$ cat src/rtl/display_pkg.sv
// Shared constants and types for the display buffer and the VGA stage it feeds.
package display_pkg;

    localparam int unsigned DEPTH = 65;
    localparam int unsigned DW    = 8;
    localparam int unsigned AW    = 7;

    // Highest legal write address; anything above it is dropped and flagged.
    localparam logic [AW-1:0] LAST_IDX = AW'(DEPTH - 1);

    // Byte bank, also the type of the VGA stage's ram input.
    typedef logic [DEPTH-1:0][DW-1:0] bank_t;

    typedef enum logic [1:0] {
        StIdle,
        StClear,
        StPending,
        StSwap
    } state_e;

endpackage

$ cat src/rtl/vsync_edge.sv
// Synchronizes the asynchronous active-low vsync and emits a one-cycle frame_start
// pulse on its falling edge. All flops preset to the vsync idle level.
module vsync_edge (
    input  logic clk,
    input  logic reset,
    input  logic vsync,
    output logic frame_start
);

    logic sync1;
    logic sync2;
    logic sync_prev;

    // Two-stage synchronizer plus one history flop for edge detection.
    always_ff @(posedge clk or negedge reset) begin
        if (!reset) begin
            sync1     <= 1'b1;
            sync2     <= 1'b1;
            sync_prev <= 1'b1;
        end else begin
            sync1     <= vsync;
            sync2     <= sync1;
            sync_prev <= sync2;
        end
    end

    assign frame_start = sync_prev & ~sync2;

endmodule

$ cat src/rtl/display_buffer.sv
// Double-buffered byte array for the VGA stage: writes land in a shadow bank and
// are published to the front bank in one cycle at the next frame start.
module display_buffer
    import display_pkg::*;
(
    input  logic          clk,
    input  logic          reset,
    input  logic          wr_valid,
    output logic          wr_ready,
    input  logic [AW-1:0] wr_addr,
    input  logic [DW-1:0] wr_data,
    input  logic          clear_req,
    input  logic          commit_req,
    input  logic          vsync,
    output bank_t         ram,
    output logic          commit_pending,
    output logic          addr_err,
    output logic [7:0]    frame_cnt
);

    state_e        state;
    logic [AW-1:0] clr_idx;
    bank_t         shadow;
    bank_t         front;
    logic          frame_start;
    logic          wr_fire;
    logic          addr_ok;

    vsync_edge u_vsync_edge (
        .clk         (clk),
        .reset       (reset),
        .vsync       (vsync),
        .frame_start (frame_start)
    );

    // wr_ready is only ever high in IDLE, so a fire implies the IDLE state.
    assign wr_fire = wr_valid & wr_ready;
    assign addr_ok = (wr_addr <= LAST_IDX);
    assign ram     = front;

    // Control FSM with registered handshake and status outputs.
    always_ff @(posedge clk or negedge reset) begin
        if (!reset) begin
            state          <= StIdle;
            clr_idx        <= '0;
            wr_ready       <= 1'b0;
            commit_pending <= 1'b0;
            addr_err       <= 1'b0;
            frame_cnt      <= 8'd0;
        end else begin
            unique case (state)
                StIdle: begin
                    wr_ready <= 1'b1;
                    if (wr_fire && !addr_ok) begin
                        addr_err <= 1'b1;
                    end
                    if (clear_req) begin
                        state          <= StClear;
                        clr_idx        <= '0;
                        wr_ready       <= 1'b0;
                        addr_err       <= 1'b0;
                        commit_pending <= commit_req;
                    end else if (commit_req) begin
                        state          <= StPending;
                        wr_ready       <= 1'b0;
                        commit_pending <= 1'b1;
                    end
                end
                StClear: begin
                    // commit_pending doubles as the latched commit request.
                    if (commit_req) begin
                        commit_pending <= 1'b1;
                    end
                    if (clr_idx == LAST_IDX) begin
                        if (commit_pending || commit_req) begin
                            state <= StPending;
                        end else begin
                            state    <= StIdle;
                            wr_ready <= 1'b1;
                        end
                    end else begin
                        clr_idx <= clr_idx + 1'b1;
                    end
                end
                StPending: begin
                    if (frame_start) begin
                        state <= StSwap;
                    end
                end
                StSwap: begin
                    frame_cnt      <= frame_cnt + 8'd1;
                    commit_pending <= 1'b0;
                    wr_ready       <= 1'b1;
                    state          <= StIdle;
                end
                default: begin
                    state <= StIdle;
                end
            endcase
        end
    end

    // Shadow bank: sequential clear has priority; writes only arrive in IDLE.
    always_ff @(posedge clk or negedge reset) begin
        if (!reset) begin
            shadow <= '0;
        end else if (state == StClear) begin
            shadow[clr_idx] <= '0;
        end else if (wr_fire && addr_ok) begin
            shadow[wr_addr] <= wr_data;
        end
    end

    // Front bank: whole-array copy in the single SWAP cycle only.
    always_ff @(posedge clk or negedge reset) begin
        if (!reset) begin
            front <= '0;
        end else if (state == StSwap) begin
            front <= shadow;
        end
    end

endmodule
$ cat config.mk
export PLATFORM = sky130hd
export DESIGN_NAME = display_buffer
export DESIGN_NICKNAME = d
export VERILOG_FILES = /design/src/rtl/display_pkg.sv /design/src/rtl/vsync_edge.sv /design/src/rtl/display_buffer.sv
export SDC_FILE = /design/constraint.sdc
export NUM_CORES = 1
export LEC_CHECK = 0
export ABC_AREA = 1
export BUFFER_PORTS_ARGS = -buffer_cell sky130_fd_sc_hd__buf_2
export CORE_MARGIN = 5
export CORE_UTILIZATION = 35
export DETAILED_ROUTE_END_ITERATION = 12
export GPL_ROUTABILITY_DRIVEN = 0
export PLACE_DENSITY = 0.49
export SLEW_MARGIN = 30
export SYNTH_ARGS = -nofsm -noshare
export SYNTH_HDL_FRONTEND = slang
export SYNTH_SLANG_ARGS = --single-unit
$ cat constraint.sdc
create_clock -name clk -period 2 [get_ports clk]
set_input_delay 0.6 -clock clk [delete_from_list [all_inputs] [get_ports clk]]
set_output_delay 0.6 -clock clk [all_outputs]
set_load 0.005 [all_outputs]
==> results.rst <==
.. list-table::
   :header-rows: 1

   * - Metric
     - Value
   * - WL per Instance
     - just under 20 µm
   * - TritonCTS Sinks
     - between 1000 and 1500
   * - Pre-antenna DRT Iters
     - 5
   * - Hold-critical path depth
     - 3
   * - Clock tree from TritonCTS
     - built
   * - Final setup skew
     - ~0.021 ns
   * - Critical Path Source
     - ram[501]
   * - Number of buffers added on ports
     - about 550
   * - Distinct cells, synth
     - 36
   * - FP Rows
     - 139
   * - Total global routing track utilization
     - 23.65%
   * - Critical path peak fanout
     - 2
   * - R2R Path End
     - shadow[229]
   * - Status
     - complete, no violations
   * - Data required, critical path
     - 1.40 ns
   * - Wire length of the first global-routing pass
     - approximately 280000 µm
   * - Via count
     - 45520
   * - Post-DR vias/cell
     - 4.919
   * - Slew at the pin with the worst max-slew slack
     - 0.5979 ns
   * - Floorplan core area
     - between 0.1 and 0.15 mm²
   * - Flip-flop and latch count after synthesis
     - about 1100
   * - Shortest clock period the worst path allows after layout
     - just under 2 ns
   * - Number of setup violations in the final report
     - 0
   * - Number of nets in the layout
     - ~7300
   * - Post-route worst hold slack
     - approximately 0.16 ns
   * - Unrepaired setup endpoints after global routing
     - yes
   * - Drt total wl
     - around 180000 µm
   * - Met2 routed WL
     - roughly 84000 µm
   * - Final Total Pwr
     - 70.21 mW
   * - Initial DRC Count
     - ~4000
   * - Remaining DRCs
     - 0
   * - Dominant cells by area after synthesis
     - dfrtp_1, nand2_1, nand3_1
   * - Maximum number of pins on one net before global-route repair
     - 94
   * - Critical register-to-register path startpoint
     - state[1]
   * - Initial core utilization
     - 35.10%
   * - Full die area
     - 0.1512 mm²
   * - Number of cells produced by synthesis
     - about 6500
   * - # fillers
     - about 14000
   * - Hold/Removal Path Class
     - input pin to register
   * - Arr. time, crit path
     - about 1.4 ns
   * - Startpoint type of the worst setup path
     - register
   * - Clock slew at reported path FFs
     - about 0.060 ns
   * - Routed met3 length
     - approximately 9700 µm
   * - Reg2Reg Depth
     - 8
   * - Clock buffers created by TritonCTS
     - 120
   * - Leakage power
     - 34.37 nW
   * - Delay of the slowest critical-path stage
     - 0.45 ns
   * - Flop-to-flop setup slack
     - around 0.080 ns
   * - Top cell type's share of synthesized area
     - between 50% and 60%
   * - Slew headroom
     - between 60% and 70%
   * - Area of the mapped netlist
     - between 0.05 and 0.06 mm²
   * - Warning count from the yosys run
     - 0
   * - Achievable Freq
     - roughly 510 MHz
   * - Post-DP HPWL
     - 123900 µm
   * - H-tree Lvls
     - 3
   * - Nature of the critical path endpoint
     - output pin
   * - IO Count
     - between 500 and 600
   * - Largest vdd supply drop
     - around 0.9 mV
   * - Global route overflow
     - 0
   * - Count of buffering cells on the critical path with inverters included
     - 1
   * - Family with the most delay on the worst path
     - flip-flops
   * - Number of buffers on the longest clock path
     - 3
   * - Via count of the first global-routing pass
     - between 40000 and 50000
   * - Stages on the worst setup path
     - 1
   * - Number of antenna violations at the first check in global routing
     - 9
   * - Worst setup path class
     - register to output pin
   * - Share of cells above drive strength 1
     - between 10% and 20%
   * - Max-cap violations
     - 0
   * - Die X
     - 388.9 µm
   * - Clock tree root buffer cell
     - clkbuf_16
   * - Worst skew pair latency
     - between 0.7 and 0.8 ns
   * - Slowest cell on the critical path
     - dfrtp_1
   * - Post-route clock period utilization
     - between 90 and 100%
   * - Routed length on met1
     - 84030 µm
   * - Final hold violations
     - 0
   * - Uppermost layer routed
     - met4
   * - Area growth from synthesis to layout
     - 25.24%
   * - Cells along the critical path
     - buf_2
   * - Post-Route Utilization
     - 43.96%
   * - Chip height
     - 388.9 µm
   * - Syn nets
     - between 6000 and 7000
   * - Setup crit end
     - ram[501]
   * - Final slew viol count
     - 0
   * - Sequential fraction of the synthesis area
     - between 50% and 60%
   * - Top cell type by total area after synthesis
     - dfrtp_1
   * - Count of antenna-violating nets left after detailed routing
     - 0
   * - PwrDens
     - ~1100 mW/mm²
   * - Syn Area/Cell
     - between 7 and 8 µm²
[cells in the final DEF (no fill, tap or decap), types with 17 or more instances in the layout]
cell type | netlist | final
nand2_4 | 56 | 57
buf_4 | 6 | 264
nand3_4 | 64 | 66
clkbuf_8 | 0 | 28
nor2_1 | 116 | 88
nand2_1 | 3741 | 3736
o21ai_0 | 368 | 367
dfrtp_1 | 1060 | 1041
clkinv_2 | 1 | 29
inv_1 | 98 | 98
clkbuf_16 | 0 | 122
nor2_2 | 49 | 63
dfrtp_2 | 0 | 19
nand3_1 | 536 | 532
nand2_2 | 17 | 21
bufinv_16 | 0 | 18
buf_2 | 111 | 547
buf_12 | 2 | 113
nor2_4 | 34 | 48
clkbuf_1 | 117 | 17
[logic make-up (layout without fill, tap and decap cells)]
logic type	after synthesis	after routing	share of synthesized area, %
DFF	1063	1063	52.96
other	0	5	0
AOI/OAI and AO/OA	373	373	3.753
buffers and inverters	396	1267	3.542
xor gates and xnor gates	9	9	0.1569
adders and majority gates	3	3	0.07472
and+or+nand+nor	4631	4631	39.52
[repair_timing]
item / 4_1_cts / 5_1_grt
gates cloned: 0 / 1
setup endpoints to repair: 104 / 281
hold endpoints to repair: 89 / 0
buffers inserted: 4 / 1
gates resized for setup: 30 / 33
hold buffers: 2 / 0
[report_power, final]
part,internal [mW],switching (mW)
logic,6.44,16.1
registers,22.7,0.948
clock network,14.4,9.58
total,43.5,26.7
[area by class of cell]
type | count | area (µm²) | area share [%]
timing repair buffer | 932 | 7103 | 11.29
clock buffer | 166 | 3477 | 5.526
clock inverter | 59 | 822.0 | 1.306
antenna | 5 | 12.51 | 0.01989
tap | 1903 | 2381 | 3.784
inverter | 110 | 444.2 | 0.7059
multi-input combinational | 5016 | 22050 | 35.05
sequential | 1063 | 26630 | 42.32
[worst min-delay path by stage]
stage,from,endpoint
CTS,commit_req,commit_pending
global placement,u_vsync_edge.sync2,u_vsync_edge.sync_prev
finish,commit_req,commit_pending
detailed placement,u_vsync_edge.sync2,u_vsync_edge.sync_prev
floorplan,reset,addr_err
global route,commit_req,commit_pending
[metal layers]
metal | track usage [%] | vias up
met5 | 0 | -
met4 | 6.842 | 0
met3 | 3.397 | 244
met2 | 37.33 | 1262
met1 | 33.94 | 22100
li1 | - | 21910
[synth_stat cells (all sizes together)]
cell	count
nand2	3814
dfrtp	1060
nand3	608
o21ai	368
nor2	199
buf	169
clkbuf	117
inv	105
xor2	7
clkinv	5
nor3	5
dfstp	3
ha	3
a21oi	2
nand3b	2
nand4	2
o21a	2
xnor2	2
nor3b	1
o21bai	1
[state kept, by name, summed over array words and instances (netlist names)]
| signal | count |
|---|---|
| clr_idx | 7 |
| wr_ready | 1 |
| u_vsync_edge.sync_prev | 1 |
| u_vsync_edge.sync1 | 1 |
| u_vsync_edge.sync2 | 1 |
| commit_pending | 1 |
| state | 2 |
| ram | 520 |
| addr_err | 1 |
| frame_cnt | 8 |
| shadow | 520 |
[through the flow]
step,cell area [µm²],TNS [ns],instances,setup slack [ns]
final,62920,0,9254,0.04504
after global routing,62910,-0.1608,9249,-0.03740
after CTS,62760,-0.06102,9247,-0.01215
after detailed placement,58350,-48.29,9017,-0.2108
after global placement,58350,-38.22,9017,-0.1733
after floorplan,50240,0,6475,0.1655
No activity file was read; power rests on OpenSTA's default activity.
